[config.mk]
export PLATFORM = sky130hd
export DESIGN_NAME = seg_scan_reader
export DESIGN_NICKNAME = d
export VERILOG_FILES = /design/src/rtl/seg_scan_reader.sv
export SDC_FILE = /design/constraint.sdc
export NUM_CORES = 1
export LEC_CHECK = 0
export BUFFER_PORTS_ARGS = -buffer_cell sky130_fd_sc_hd__clkbuf_2
export CAP_MARGIN = 25
export CORE_UTILIZATION = 45
export CTS_BUF_LIST = sky130_fd_sc_hd__clkbuf_16
export DETAILED_ROUTE_END_ITERATION = 6
export GPL_ROUTABILITY_DRIVEN = 0
export MAX_ROUTING_LAYER = met4
export PLACE_DENSITY = 0.76
export SYNTH_ARGS = -nofsm -noshare
export SYNTH_HDL_FRONTEND = slang
export SYNTH_SLANG_ARGS = --single-unit
[constraint.sdc]
create_clock -name clk -period 2.1 [get_ports clk]
set_input_delay 0.21 -clock clk [delete_from_list [all_inputs] [get_ports clk]]
set_output_delay 0.21 -clock clk [all_outputs]
set_load 0.05 [all_outputs]
[src/rtl/seg_scan_reader.sv]
// Seven-segment scan bus reader: debounces each multiplexed digit,
// decodes glyphs back to hex and assembles 16-bit frames on valid/ready.
module seg_scan_reader #(
    parameter int unsigned STABLE_CYCLES = 3
) (
    input  logic        clk,
    input  logic        rst_n,
    input  logic [6:0]  seg_in,
    input  logic [3:0]  dig_sel,
    output logic [15:0] out_data,
    output logic [3:0]  out_err,
    output logic        out_valid,
    input  logic        out_ready,
    output logic        overflow
);

    localparam logic [3:0] STABLE = 4'(STABLE_CYCLES);

    typedef enum logic {
        COLLECT,
        COMPLETE
    } state_t;

    state_t      state_q, state_d;
    logic [6:0]  seg_q, prev_seg_q;
    logic [3:0]  sel_q, prev_sel_q;
    logic [3:0]  cnt_q, cnt_d;
    logic [3:0]  mask_q, mask_d;
    logic [15:0] slot_data_q, slot_data_d;
    logic [3:0]  slot_err_q, slot_err_d;
    logic [15:0] odata_q, odata_d;
    logic [3:0]  oerr_q, oerr_d;
    logic        ovalid_q, ovalid_d;
    logic        ovf_q, ovf_d;

    logic        onehot, same, accept, load;
    logic [3:0]  acc_bits;
    logic [4:0]  glyph;

    // Returns {err, nibble}; unknown patterns decode as 0 with err set.
    function automatic logic [4:0] decode(input logic [6:0] s);
        logic [4:0] r;
        case (s)
            7'h7E:   r = 5'h00;
            7'h30:   r = 5'h01;
            7'h6D:   r = 5'h02;
            7'h79:   r = 5'h03;
            7'h33:   r = 5'h04;
            7'h5B:   r = 5'h05;
            7'h5F:   r = 5'h06;
            7'h70:   r = 5'h07;
            7'h7F:   r = 5'h08;
            7'h7B:   r = 5'h09;
            7'h77:   r = 5'h0A;
            7'h1F:   r = 5'h0B;
            7'h4E:   r = 5'h0C;
            7'h3D:   r = 5'h0D;
            7'h4F:   r = 5'h0E;
            7'h47:   r = 5'h0F;
            default: r = 5'h10;
        endcase
        return r;
    endfunction

    always_comb begin
        onehot = (sel_q != 4'd0) && ((sel_q & (sel_q - 4'd1)) == 4'd0);
        same   = (seg_q == prev_seg_q) && (sel_q == prev_sel_q);
        glyph  = decode(seg_q);
        cnt_d  = cnt_q;
        if (!onehot) begin
            cnt_d = 4'd0;
        end else if (!same) begin
            cnt_d = 4'd1;
        end else if (cnt_q < STABLE) begin
            cnt_d = cnt_q + 4'd1;
        end
        // A saturated run must not fire again.
        accept   = onehot && (cnt_d == STABLE) && !(same && cnt_q == STABLE);
        acc_bits = accept ? sel_q : 4'd0;
    end

    always_comb begin
        slot_data_d = slot_data_q;
        slot_err_d  = slot_err_q;
        for (int i = 0; i < 4; i++) begin
            if (acc_bits[i]) begin
                slot_data_d[4*i +: 4] = glyph[3:0];
                slot_err_d[i]         = glyph[4];
            end
        end
    end

    always_comb begin
        state_d  = state_q;
        mask_d   = mask_q;
        load     = 1'b0;
        odata_d  = odata_q;
        oerr_d   = oerr_q;
        ovalid_d = ovalid_q;
        ovf_d    = ovf_q;
        if (ovalid_q && out_ready) begin
            ovalid_d = 1'b0;
        end
        unique case (state_q)
            COLLECT: begin
                mask_d = mask_q | acc_bits;
            end
            COMPLETE: begin
                load   = !ovalid_q || out_ready;
                mask_d = acc_bits;
                if (load) begin
                    odata_d  = slot_data_q;
                    oerr_d   = slot_err_q;
                    ovalid_d = 1'b1;
                end else begin
                    ovf_d = 1'b1;
                end
            end
            default: begin
                mask_d = 4'd0;
            end
        endcase
        state_d = (mask_d == 4'hF) ? COMPLETE : COLLECT;
    end

    always_ff @(posedge clk) begin
        if (!rst_n) begin
            state_q     <= COLLECT;
            seg_q       <= '0;
            sel_q       <= '0;
            prev_seg_q  <= '0;
            prev_sel_q  <= '0;
            cnt_q       <= '0;
            mask_q      <= '0;
            slot_data_q <= '0;
            slot_err_q  <= '0;
            odata_q     <= '0;
            oerr_q      <= '0;
            ovalid_q    <= 1'b0;
            ovf_q       <= 1'b0;
        end else begin
            state_q     <= state_d;
            seg_q       <= seg_in;
            sel_q       <= dig_sel;
            prev_seg_q  <= seg_q;
            prev_sel_q  <= sel_q;
            cnt_q       <= cnt_d;
            mask_q      <= mask_d;
            slot_data_q <= slot_data_d;
            slot_err_q  <= slot_err_d;
            odata_q     <= odata_d;
            oerr_q      <= oerr_d;
            ovalid_q    <= ovalid_d;
            ovf_q       <= ovf_d;
        end
    end

    assign out_data  = odata_q;
    assign out_err   = oerr_q;
    assign out_valid = ovalid_q;
    assign overflow  = ovf_q;

endmodule
==> results.py <==
metrics = {
    "yosys": {
        "synth_area_leaders": "dfxtp_1 (47%), nand2_1 (7.5%), mux2i_1 (7.0%), and2_1 (5.0%), a21boi_0 (4.8%)",
        "synth_warnings": 0,
        "async_flop_share_pct": 0,
        "synthesis.nets": 351,
        "synth_top_area_share_pct": 46.52,
        "ys.flop_type": "dfxtp_1",
        "avgSynthCellArea_um2": 9.350,
        "netlist_area_mm2": 0.003142,
        "synth_seq_cells": 73,
        "yosysUniqueCellTypes": 45,
        "synth_cells": 336,
        "yosysTopAreaCell": "dfxtp_1",
        "ys_seq_area_share_pct": 46.52,
        "synth_edf_count": 0,
    },
    "placement": {
        "io_buffers": 35,
        "dp_hpwl_mm": 4.103,
    },
    "global_route": {
        "grt-ovfl-total": 0,
        "grt_max_degree": 49,
        "grt_pass1_vias": 2237,
        "grt_pass1_wl_mm": 10.43,
        "track_usage_pct": 18.89,
        "antenna_found_initial": 0,
    },
    "cts": {
        "cts_resized": 0,
        "cts_max_path_buffers": 2,
        "tritoncts": "built",
        "numCtsBuffers": 9,
        "postCtsHoldBufs": 0,
        "root_buffer": "clkbuf_16",
        "path_clk_slew_ns": 0.06,
        "clock_latency_ns": 0.33,
        "cts_max_level": 3,
        "post_cts_buffers": 0,
        "clock-sinks": 73,
    },
    "drt": {
        "antenna_left": 0,
        "vias": 2327,
        "wire_per_inst_um": 13.46,
        "routed_wl_mm": 6.149,
        "dr.pass1.iters": 4,
        "via_per_inst": 5.092,
        "drc_errors": 0,
        "dr.first_iter.drc_count": 164,
    },
    "worst_setup_path": {
        "cp_cell_sequence": "ha_1 -> nor3_1 -> buf_4 -> nand3b_1 -> nor3_4 -> nand2_2 -> mux2i_1",
        "crit_fanout": 6,
        "startpoint_type": "flop",
        "cp_slowest_cell": "dfxtp_1",
        "end_kind": "flop",
        "critical-path-top-delay-family": "simple AND/OR/NAND/NOR gates",
        "required_ns": 2.31,
        "cp.arrival_ns": 2.14,
        "cpPeakStageDelay_ns": 0.35,
        "crit_buf_inv": 1,
        "worstSetupPathType": "flop to flop",
    },
    "layout": {
        "fill_cells": 613,
        "final_common_cell": "dfxtp_1",
        "final_cell_mix": "dfxtp_1 (73), nand2_1 (63), clkbuf_2 (35), and2_1 (25), mux2i_1 (22)",
        "nNetsFinal": 387,
        "drive_gt1_share_pct": 20.69,
        "diodes": 0,
        "areaGrowthSynthToFinish_pct": 19.47,
    },
    "die": {
        "rows": 30,
        "boundaryPins": 36,
        "fp.dieH_um": 85.56,
        "start_util_pct": 46.50,
        "core_area_mm2": 0.006756,
        "die_w_um": 85.56,
        "die_area_mm2": 0.007320,
    },
    "job": {
        "maxCapViolCount": 0,
    },
    "timing": {
        "finalCritPeriodShare_pct": 91.86,
        "fmax_mhz": 518.4,
        "finalSetupTns_ns": 0,
        "relSlewSlack_pct": 58.39,
        "rsz0062_at_grt": "false",
        "slew_viol_final": 0,
        "skew_ns": 0.004293,
        "setup_viol": 0,
        "finalCriticalPeriod_ns": 1.929,
        "tightestPinTransition_ns": 0.6207,
        "finalHoldViolCount": 0,
    },
    "pwr": {
        "finalPower_w": 0.003228,
        "powerDensity_mw_per_mm2": 860.1,
        "cellLeakagePower_nw": 1.537,
        "vdd_drop_max_v": 0.0004814,
    },
    "hold_path": {
        "hold_class": "input port to flop",
    },
    "run_status": {
        "outcome": "completed",
    },
}
[power breakdown]
group | internal [W] | total [W] | switching [W]
sequential | 0.00141 | 0.00143 | 0.0000188
combinational | 0.0000824 | 0.000189 | 0.000107
clock | 0.00104 | 0.00161 | 0.000575
[cells by family (layout without fill, tap and decap cells)]
| kind of cell | after synthesis | count (layout) | synth area share (%) |
|---|---|---|---|
| fa+ha+maj | 1 | 1 | 0.3982 |
| buf+inv | 27 | 68 | 3.704 |
| mux | 22 | 22 | 7.009 |
| flops | 73 | 73 | 46.52 |
| simple gates | 152 | 152 | 27.64 |
| xor+xnor | 15 | 15 | 4.421 |
| compound gates | 46 | 46 | 10.31 |
[cell type report]
| cell class | count | area, um^2 | area share [%] |
|---|---|---|---|
| clock inverters | 7 | 95.09 | 2.533 |
| multi-input cells | 236 | 1564 | 41.67 |
| inverters | 2 | 7.507 | 0.2000 |
| flip-flops and latches | 73 | 1461 | 38.93 |
| repair buffers | 50 | 300.3 | 8.000 |
| clock buffers | 9 | 225.2 | 6.000 |
| well taps | 80 | 100.1 | 2.667 |
[worst paths after layout]
| path | start | endpoint | slack [ns] | cells past startpoint |
|---|---|---|---|---|
| setup / recovery | cnt_q[0]$_SDFF_PN0_ | slot_data_q[13]$_SDFFE_PN0P_ | 0.17 | 7 |
| hold / removal | dig_sel[2] | sel_q[2]$_SDFF_PN0_ | 0.08 | 2 |
| setup reg to reg | cnt_q[0]$_SDFF_PN0_ | slot_data_q[13]$_SDFFE_PN0P_ | 0.17 | 7 |
| hold reg to reg | out_data[1]$_SDFFE_PN0P_ | out_data[1]$_SDFFE_PN0P_ | 0.46 | 2 |
[synth_stat cells, types with 4 or more instances]
master	n
clkbuf_1	23
o21ai_0	4
dfxtp_1	73
nor2b_1	15
a21boi_0	20
and2_1	25
a21oi_1	5
nor3_1	5
nand3_1	5
nand2_1	63
o21a_1	4
nor2_1	6
xor2_1	13
mux2i_1	22
nand2b_1	5
nand3b_1	5
[metrics by stage]
step	area, um^2	setup slack [ns]	utilization, %	instances	hold WS, ns
3_5_place_dp	3413	0.1946	50.52	440	0.4185
3_3_place_gp	3413	0.2530	50.52	440	0.4172
5_1_grt	3754	0.006010	55.56	457	0.08507
6_report	3754	0.1710	55.56	457	0.08467
4_1_cts	3734	0.1579	55.26	456	0.07858
2_1_floorplan	3142	0.2226	-	336	0.3373
[flip-flops by register name, summed over array words and instances (netlist names)]
signal,flops
out_data,16
slot_data_q,16
prev_seg_q,7
seg_q,7
cnt_q,4
mask_q,4
out_err,4
prev_sel_q,4
sel_q,4
slot_err_q,4
out_valid,1
overflow,1
state_q,1
[metal layers]
layer	wire, um	vias to the layer above	GRT usage, %
met5	0	-	-
met4	87	0	6.818
met3	182	9	4.620
met2	2933	38	29.02
met1	2946	1085	24.30
li1	-	1195	-
Power figures use the tool's default switching activity.
